$ cat src/rtl/pe_operand_feeder_if.sv
// Operand-feeder bundle: loader push side, start/status, PE operand/accumulator side.
// Latency: none (wires only).
// Backpressure: the loader watches full/count; wr_en while full is dropped by the feeder.
// Ports: master = loader + pe_mac environment; slave = pe_operand_feeder.
interface pe_operand_feeder_if #(
  parameter int DATA_W = 8,
  parameter int ACC_W  = 16,
  parameter int LEN_W  = 5
);
  logic              wr_en;
  logic [DATA_W-1:0] wr_a;
  logic [DATA_W-1:0] wr_b;
  logic              full;
  logic [LEN_W-1:0]  count;
  logic              start;
  logic [LEN_W-1:0]  vec_len;
  logic              start_err;
  logic              busy;
  logic              pe_clr;
  logic              valid;
  logic [DATA_W-1:0] a;
  logic [DATA_W-1:0] b;
  logic [ACC_W-1:0]  acc_in;
  logic [ACC_W-1:0]  result;
  logic              result_valid;

  modport master (
    output wr_en, wr_a, wr_b, start, vec_len, acc_in,
    input  full, count, start_err, busy, pe_clr, valid, a, b, result, result_valid
  );

  modport slave (
    input  wr_en, wr_a, wr_b, start, vec_len, acc_in,
    output full, count, start_err, busy, pe_clr, valid, a, b, result, result_valid
  );
endinterface

$ cat src/rtl/pe_operand_feeder.sv
// Buffers (a,b) pairs in a circular FIFO and streams vec_len of them into one pe_mac.
// Latency: start -> pe_clr next cycle, first valid 2 cycles after start, result_valid vec_len+3.
// Backpressure: none toward the PE; pushes while full are dropped, bad starts pulse start_err.
// Ports: clk, rst (sync, active-high), bus (slave side of pe_operand_feeder_if).
module pe_operand_feeder #(
  parameter int DATA_W = 8,
  parameter int ACC_W  = 16,
  parameter int DEPTH  = 16,
  parameter int LEN_W  = 5
) (
  input  logic               clk,
  input  logic               rst,
  pe_operand_feeder_if.slave bus
);
  localparam int PTR_W = $clog2(DEPTH);

  typedef enum logic [2:0] {IDLE, CLEAR, STREAM, DRAIN, DONE} state_t;

  state_t            state, state_nxt;
  logic [DATA_W-1:0] mem_a [DEPTH];
  logic [DATA_W-1:0] mem_b [DEPTH];
  logic [PTR_W-1:0]  wr_ptr, rd_ptr;
  logic [LEN_W-1:0]  cnt;
  logic [LEN_W-1:0]  remaining;
  logic [DATA_W-1:0] a_q, b_q;
  logic [ACC_W-1:0]  result_q;
  logic              start_err_q;
  logic              full;
  logic              push, pop;
  logic              len_ok, start_take;

  assign full   = (cnt == LEN_W'(DEPTH));
  assign push   = bus.wr_en && !full;
  // vec_len <= cnt already implies <= DEPTH; the explicit bound keeps intent obvious.
  assign len_ok = (bus.vec_len != '0) && (bus.vec_len <= LEN_W'(DEPTH)) && (bus.vec_len <= cnt);
  assign start_take = (state == IDLE) && bus.start && len_ok;

  // Next state; pop is asserted on every edge that enters or stays in STREAM so the
  // registered a/b hold the head pair for exactly the cycle valid is high.
  always_comb begin
    state_nxt = state;
    pop       = 1'b0;
    case (state)
      IDLE:   if (start_take) state_nxt = CLEAR;
      CLEAR:  begin
        state_nxt = STREAM;
        pop       = 1'b1;
      end
      STREAM: begin
        if (remaining != '0) pop = 1'b1;
        else                 state_nxt = DRAIN;
      end
      DRAIN:  state_nxt = DONE;
      DONE:   state_nxt = IDLE;
      default: state_nxt = IDLE;
    endcase
  end

  always_ff @(posedge clk) begin
    if (push) begin
      mem_a[wr_ptr] <= bus.wr_a;
      mem_b[wr_ptr] <= bus.wr_b;
    end
  end

  always_ff @(posedge clk) begin
    if (rst) begin
      state       <= IDLE;
      wr_ptr      <= '0;
      rd_ptr      <= '0;
      cnt         <= '0;
      remaining   <= '0;
      a_q         <= '0;
      b_q         <= '0;
      result_q    <= '0;
      start_err_q <= 1'b0;
    end else begin
      state       <= state_nxt;
      start_err_q <= (state == IDLE) && bus.start && !len_ok;

      if (push) wr_ptr <= wr_ptr + 1'b1;
      if (pop)  rd_ptr <= rd_ptr + 1'b1;

      case ({push, pop})
        2'b10:   cnt <= cnt + 1'b1;
        2'b01:   cnt <= cnt - 1'b1;
        default: cnt <= cnt;
      endcase

      if (start_take) remaining <= bus.vec_len;
      else if (pop)   remaining <= remaining - 1'b1;

      // Operands are zero whenever valid is low.
      if (pop) begin
        a_q <= mem_a[rd_ptr];
        b_q <= mem_b[rd_ptr];
      end else begin
        a_q <= '0;
        b_q <= '0;
      end

      // In DRAIN the PE accumulator already includes the last product.
      if (state == DRAIN) result_q <= bus.acc_in;
    end
  end

  assign bus.full         = full;
  assign bus.count        = cnt;
  assign bus.start_err    = start_err_q;
  assign bus.busy         = (state != IDLE);
  assign bus.pe_clr       = (state == CLEAR);
  assign bus.valid        = (state == STREAM);
  assign bus.a            = a_q;
  assign bus.b            = b_q;
  assign bus.result       = result_q;
  assign bus.result_valid = (state == DONE);
endmodule

$ cat src/flat_wrapper.sv
// flat-port wrapper written by rule: the top's interface ports become plain ports
module pe_operand_feeder_flat 
#(
  parameter int DATA_W = 8,
  parameter int ACC_W  = 16,
  parameter int DEPTH  = 16,
  parameter int LEN_W  = 5
)
  (clk, rst, bus_wr_en, bus_wr_a, bus_wr_b, bus_start, bus_vec_len, bus_acc_in, bus_full, bus_count, bus_start_err, bus_busy, bus_pe_clr, bus_valid, bus_a, bus_b, bus_result, bus_result_valid);
  pe_operand_feeder_if #(.DATA_W(DATA_W), .ACC_W(ACC_W), .LEN_W(LEN_W)) bus_i ();
  input  logic clk;
  input  logic rst;
  input wire logic [$bits(bus_i.wr_en)-1:0] bus_wr_en;
  input wire logic [$bits(bus_i.wr_a)-1:0] bus_wr_a;
  input wire logic [$bits(bus_i.wr_b)-1:0] bus_wr_b;
  input wire logic [$bits(bus_i.start)-1:0] bus_start;
  input wire logic [$bits(bus_i.vec_len)-1:0] bus_vec_len;
  input wire logic [$bits(bus_i.acc_in)-1:0] bus_acc_in;
  output wire logic [$bits(bus_i.full)-1:0] bus_full;
  output wire logic [$bits(bus_i.count)-1:0] bus_count;
  output wire logic [$bits(bus_i.start_err)-1:0] bus_start_err;
  output wire logic [$bits(bus_i.busy)-1:0] bus_busy;
  output wire logic [$bits(bus_i.pe_clr)-1:0] bus_pe_clr;
  output wire logic [$bits(bus_i.valid)-1:0] bus_valid;
  output wire logic [$bits(bus_i.a)-1:0] bus_a;
  output wire logic [$bits(bus_i.b)-1:0] bus_b;
  output wire logic [$bits(bus_i.result)-1:0] bus_result;
  output wire logic [$bits(bus_i.result_valid)-1:0] bus_result_valid;
  assign bus_i.wr_en = bus_wr_en;
  assign bus_i.wr_a = bus_wr_a;
  assign bus_i.wr_b = bus_wr_b;
  assign bus_i.start = bus_start;
  assign bus_i.vec_len = bus_vec_len;
  assign bus_i.acc_in = bus_acc_in;
  assign bus_full = bus_i.full;
  assign bus_count = bus_i.count;
  assign bus_start_err = bus_i.start_err;
  assign bus_busy = bus_i.busy;
  assign bus_pe_clr = bus_i.pe_clr;
  assign bus_valid = bus_i.valid;
  assign bus_a = bus_i.a;
  assign bus_b = bus_i.b;
  assign bus_result = bus_i.result;
  assign bus_result_valid = bus_i.result_valid;
  pe_operand_feeder #(.DATA_W(DATA_W), .ACC_W(ACC_W), .DEPTH(DEPTH), .LEN_W(LEN_W)) u_core (.clk(clk), .rst(rst), .bus(bus_i));
endmodule
$ cat config.mk
export PLATFORM = sky130hd
export DESIGN_NAME = pe_operand_feeder_flat
export DESIGN_NICKNAME = d
export VERILOG_FILES = /design/src/rtl/pe_operand_feeder_if.sv /design/src/rtl/pe_operand_feeder.sv /design/src/flat_wrapper.sv
export SDC_FILE = /design/constraint.sdc
export NUM_CORES = 1
export LEC_CHECK = 0
export ABC_CLOCK_PERIOD_IN_PS = 3350
export CAP_MARGIN = 5
export CORE_ASPECT_RATIO = 0.9
export CORE_UTILIZATION = 53
export CTS_CLUSTER_DIAMETER = 40
export CTS_CLUSTER_SIZE = 25
export DETAILED_ROUTE_END_ITERATION = 16
export HOLD_SLACK_MARGIN = 0.06
export PLACE_DENSITY = 0.8
export SYNTH_ARGS = -nofsm -noshare
export SYNTH_HDL_FRONTEND = slang
export SYNTH_SLANG_ARGS = --single-unit
$ cat constraint.sdc
create_clock -name clk -period 3.35 [get_ports clk]
set_input_delay 0.5025 -clock clk [delete_from_list [all_inputs] [get_ports clk]]
set_output_delay 0.5025 -clock clk [all_outputs]
set_load 0.005 [all_outputs]
=== Word-level counts from Yosys, hierarchy flattened ===
Memories as Yosys holds them, arrays and structs flattened. A register that Yosys moved wholly into a read port is not among the register bits.
Cells that the tools add are included.

* Bits in registers: 38
* Bits in latches: 0
* RAM bits: 256
* Bits in read-only memories: 0
* Input port bits: 41
* Output and inout bits: 43
* Logic and storage cells: 52
* Memories: 2

{| class="wikitable"
|+ Memories
! memory !! words !! bits a word !! rd ports !! clocked after memory_dff !! write ports !! RTL line !! source
|-
| u_core.mem_a || 16 || 8 || 1 || 1 || 1 || pe_operand_feeder.sv:20 || <nowiki>logic [DATA_W-1:0] mem_a [DEPTH];</nowiki>
|-
| u_core.mem_b || 16 || 8 || 1 || 1 || 1 || pe_operand_feeder.sv:21 || <nowiki>logic [DATA_W-1:0] mem_b [DEPTH];</nowiki>
|}

* Add/subtract/negate cells: 5
* Multiply operators: 0
* Div/mod/pow operators: 0
* $lt $le $gt $ge: 2
* Equal/unequal tests: 9
* Shifts and indexed selects: 0
* Muxes and demuxes: 10
* Bitwise logic cells: 1
* Reductions and logical operators: 16

{| class="wikitable"
|+ Operators by type and width
! cell !! count
|-
| $pmux 3 s4 || 1
|-
| $mux 5 || 2
|-
| $pmux 5 s2 || 1
|-
| $reduce_bool 5->1 || 2
|-
| $sub 5x1->5 const B || 2
|-
| $add 4x1->4 const B || 2
|-
| $eq 3x2->1 const B || 2
|-
| $logic_and 1x1->1 || 6
|-
| $mux 3 || 2
|-
| $add 5x1->5 const B || 1
|-
| $eq 5x5->1 const B || 1
|-
| $le 5x5->1 || 1
|-
| $le 5x5->1 const B || 1
|-
| $reduce_bool 2->1 || 2
|-
| $eq 3x1->1 const B || 1
|-
| $eq 3x3->1 const B || 1
|-
| $logic_not 3->1 || 1
|-
| $mux 1 || 3
|-
| $reduce_bool 3->1 || 1
|-
| $eq 2x1->1 const B || 1
|-
| $eq 2x2->1 const B || 1
|-
| $logic_not 1->1 || 2
|-
| $ne 2x1->1 const B || 1
|-
| $ne 2x2->1 const B || 1
|-
| other kinds (4) || 4
|}

=== Longest topological paths before layout ===
* Depth in word-level cells: 6
* Mapped depth: 15

=== Worst setup path after synthesis ===
No wires, ideal clock.

* Kind: register to register
* Start point: reg u_core.remaining[0]
* End point: reg u_core.cnt[4], in the netlist u_core.bus.count[4]
* Library setup time: 0.123 ns
* Arrival: 3.306 ns
* Required time: 3.227 ns
* Slack: -0.080 ns
* Cell stages (with the launch flop): 16
* Buffers on the path: 2
* Path through: dfxtp_1 -> inv_1 -> ha_1 -> or4b_4 -> a21oi_4 -> inv_2 -> clkbuf_1 -> ha_1 -> clkbuf_1 -> xor2_1 -> ha_1 -> o21ai_0 -> a21oi_1 -> or4_1 -> a21oi_1 -> mux2_1

* Longest elaborated chain between the ends: 5

{| class="wikitable"
|+ Ends and longest elaborated chain
! element !! RTL line !! source
|-
| from (decl) || pe_operand_feeder.sv:24 || <nowiki>logic [LEN_W-1:0] remaining;</nowiki>
|-
| from (signal assigned) || pe_operand_feeder.sv:90 || <nowiki>if (start_take) remaining <= bus.vec_len;</nowiki>
|-
| from (signal assigned) || pe_operand_feeder.sv:91 || <nowiki>else if (pop) remaining <= remaining - 1'b1;</nowiki>
|-
| $reduce_bool 5->1 (*) || pe_operand_feeder.sv:50 || <nowiki>if (remaining != '0) pop = 1'b1;</nowiki>
|-
| $mux 1 (*) || pe_operand_feeder.sv:50 ||
|-
| $pmux 1 s2 (*) || pe_operand_feeder.sv:43 || <nowiki>case (state)</nowiki>
|-
| net u_core.pop || pe_operand_feeder.sv:29 || <nowiki>logic push, pop;</nowiki>
|-
| $eq 2x1->1 or $eq 2x2->1 (tied branches) || pe_operand_feeder.sv:84 || <nowiki>case ({push, pop})</nowiki>
|-
| $pmux 5 s2 or $reduce_bool 2->1 (tied branches) || - ||
|-
| to (signal assigned) || pe_operand_feeder.sv:85 || <nowiki>2'b10: cnt <= cnt + 1'b1;</nowiki>
|-
| to (signal assigned) || pe_operand_feeder.sv:86 || <nowiki>2'b01: cnt <= cnt - 1'b1;</nowiki>
|-
| to (signal assigned) || pe_operand_feeder.sv:87 || <nowiki>default: cnt <= cnt;</nowiki>
|-
| to (decl) || pe_operand_feeder.sv:23 || <nowiki>logic [LEN_W-1:0] cnt;</nowiki>
|}

The timed path passes the listed nets; every way through them passes the cells marked *.
A chain may end at the register's enable or synchronous reset.

=== Worst setup path after layout ===
* Start point: reg u_core.remaining[0]
* End point: reg u_core.cnt[4], in the netlist u_core.bus.count[4]

* Longest elaborated chain between the ends: 5

{| class="wikitable"
|+ Ends and longest elaborated chain
! element !! RTL line
|-
| $reduce_bool 5->1 (*) || pe_operand_feeder.sv:50
|-
| $mux 1 (*) || pe_operand_feeder.sv:50
|-
| $pmux 1 s2 (*) || pe_operand_feeder.sv:43
|-
| $eq 2x1->1 or $eq 2x2->1 (tied branches) || pe_operand_feeder.sv:84
|-
| $pmux 5 s2 or $reduce_bool 2->1 (tied branches) || -
|}

Every way passes the cells marked *; elsewhere a longest branch is shown, timed or not.

==> impl_metrics.csv <==
group,metric,value,unit
floorplanning,core,22400,um2
finish,fin_nets,833,
logic_synthesis,yosysMostFrequentCell,"edfxtp_1",
logic_synthesis,ys.flop_type,"edfxtp_1",
worst_hold_path,hold_path_class,"register to register",
pwr,leakage,0.00484,uW
logic_synthesis,yosys-top-cells-area,"edfxtp_1, mux4_2, dfxtp_1",
sta,tightestPinTransition,1.15,ns
detailed_routing,drt_iter0_markers,550,
placed_design,gp_congestion,0.860,
worst_setup_path,crit_path_end_kind,"register",
logic_synthesis,yosys.area.top_type,"edfxtp_1",
sta,max_freq,319,MHz
run_status,status,"completed",
logic_synthesis,synth_cell_types,47,
clocking,cts_tree,"yes",
finish,area_growth,21.5,%
logic_synthesis,async_flop_share,0,%
global_routing,grt_max_degree,44,
logic_synthesis,synth.cell_area,12100,um2
placed_design,placed_cell_area,13500,um2
global_routing,grt_pass1_vias,6686,
sta,tns,0,ns
floorplanning,fp.dieH,145,um
global_routing,grt_overflow,0,
logic_synthesis,avgSynthCellArea,18.5,um2
logic_synthesis,yosysTopAreaCellShare,63.6,%
finish,diodes,0,
floorplanning,start_util,53.9,%
sta,fin_crit_sh,93.7,%
finish,multi_input_area,3120,um2
clocking,cts-buffers-inserted,34,
logic_synthesis,syn_nets,709,
placed_design,hpwlAfterDp,15.6,mm
sta,maxSlewHeadroom,23.2,%
finish,design_area,14700,um2
detailed_routing,num_vias,6466,
sta,hold_viol,0,
clocking,clkTransAtPathRegs,0.06,ns
clocking,ctsHoldBuffers,0,
pwr,p_per_area,604,nW/um2
worst_setup_path,cp-start-kind,"register",
finish,seq_area,8770,um2
global_routing,antenna_found_initial,0,
detailed_routing,via_per_inst,5.88,
clocking,htreeDepth,2,
sta,clock-skew-final,0.0212,ns
detailed_routing,wl,25.4,mm
worst_setup_path,critical_path_class,"register to register",
worst_setup_path,cp.required,3.74,ns
floorplanning,die_area,23400,um2
floorplanning,fp-row-count,52,
detailed_routing,drcViolationCount,0,
sta,finalSetupViolCount,0,
logic_synthesis,syn-instance-count,653,
detailed_routing,avgRoutedWirePerCell,23.1,um
clocking,cts_sinks,310,
logic_synthesis,ys_seq_area_share,72.5,%
finish,nFillCells,1448,
clocking,clock_path_buffers,3,
sta,fin_crit,3.14,ns
placed_design,port_buffers,83,
logic_synthesis,synth_commonest_cells,"edfxtp_1, mux4_2, dfxtp_1",
logic_synthesis,synth_edf_count,256,
logic_synthesis,yosys_register_bits,310,
clocking,clk_latency,0.52,ns
floorplanning,chipWidth,161,um
logic_synthesis,ys_warn_count,0,
sta,rsz0062_at_grt,"no",
flow_run,maxCapViolations,0,
sta,report.final.slew_viol_count,0,
pwr,peakVddDrop,0.403,mV
clocking,cts_setup_buffers,0,
sta,whs,0.456,ns
global_routing,grt_pass1_wl,39.2,mm
worst_setup_path,arrival,3.52,ns
floorplanning,pin_count,84,
finish,fin_util,65.4,%
detailed_routing,antenna_left,0,
clocking,clockRootBuffer,"clkbuf_16",
global_routing,grtUsageTotal,22.6,%
worst_setup_path,crit_fanout,9,
detailed_routing,firstDrtPassIters,5,
finish,drive_gt1_share,24.6,%
per-layer routing:
metal | share of wire (%) | track usage, %
met5 | 0 | 0
met2 | 52 | 38.4
met1 | 39 | 29.3
met3 | 6.0 | 3.74
met4 | 2.9 | 8.49
logic make-up after synthesis:
logic type	synth area share (%)
xor+xnor	1.01
buf+inv	1.89
simple gates	5.52
compound gates	2.24
flops	72.5
fa+ha+maj	1.55
mux	15.3
what timing repair did:
action,4_1_cts,5_1_grt
endpoints found under the hold margin,0,0
gates resized for setup,0,3
setup endpoints to repair,0,1
worst max-delay path: stages (launching register included):
cell,delay (ns)
dfxtp_1,0.33
inv_1,0.09
ha_1,0.13
or4b_4,0.48
a21oi_4,0.18
inv_2,0.06
ha_2,0.24
xor2_1,0.16
ha_2,0.22
o21ai_1,0.14
a21oi_1,0.08
or4_1,0.42
a21oi_2,0.14
mux2_1,0.35
area by class of cell:
cell class	count	area share (%)
clock buffers	39	6.13
clock inverters	22	1.89
inverters	14	0.358
multi-input cells	293	21.2
flip-flops and latches	310	59.7
well taps	297	2.53
repair buffers	124	8.09
registers in the layout, summed over array words and instances (netlist names):
name	count
u_core.bus.result	16
u_core.bus.a	8
u_core.rd_ptr	4
u_core.bus.count	5
u_core.wr_ptr	4
u_core.bus.start_err	1
u_core.mem_a	128
u_core.state	3
u_core.remaining	5
u_core.bus.b	8
u_core.mem_b	128
metrics by stage:
| stage | power [uW] | worst slack [ns] | instances |
|---|---|---|---|
| 6_report | 8870 | 0.212 | 1099 |
| 5_1_grt | 9150 | 0.0388 | 1099 |
| 4_1_cts | 8940 | 0.0681 | 1099 |
| 3_5_place_dp | 5120 | 0.0880 | 1038 |
| 3_3_place_gp | 5080 | 0.218 | 1038 |
| 2_1_floorplan | 4850 | 0.00877 | 653 |
power by group:
part | internal (uW) | switching [uW] | leakage [uW]
Clock | 2290 | 1540 | 0.000569
Combinational | 380 | 326 | 0.00152
Sequential | 4250 | 79.2 | 0.00275
worst paths after layout:
kind	slack, ns	cells past startpoint	from	end
min reg2reg	0.46	2	u_core.bus.result[5]	u_core.bus.result[5]
max reg2reg	0.21	13	u_core.remaining[0]	u_core.bus.count[4]
min	0.46	2	u_core.bus.result[5]	u_core.bus.result[5]
max	0.21	13	u_core.remaining[0]	u_core.bus.count[4]
layout by cell type (no fill, tap or decap), drive strengths merged, types with 2 or more instances in the layout:
cell type / count
a21oi: 29
and3: 18
and4: 2
buf: 41
bufinv: 4
clkbuf: 39
clkdlybuf4s50: 83
clkinv: 9
clkinvlp: 3
dfxtp: 54
edfxtp: 256
ha: 15
inv: 20
mux2: 2
mux2i: 2
mux4: 80
nand2: 47
nand2b: 5
nand3: 3
nand4: 2
nor2: 34
nor3: 9
nor3b: 3
nor4: 3
o21ai: 5
o31ai: 3
or2: 2
xnor2: 4
xor2: 10
(Power assumes the default switching activity.)
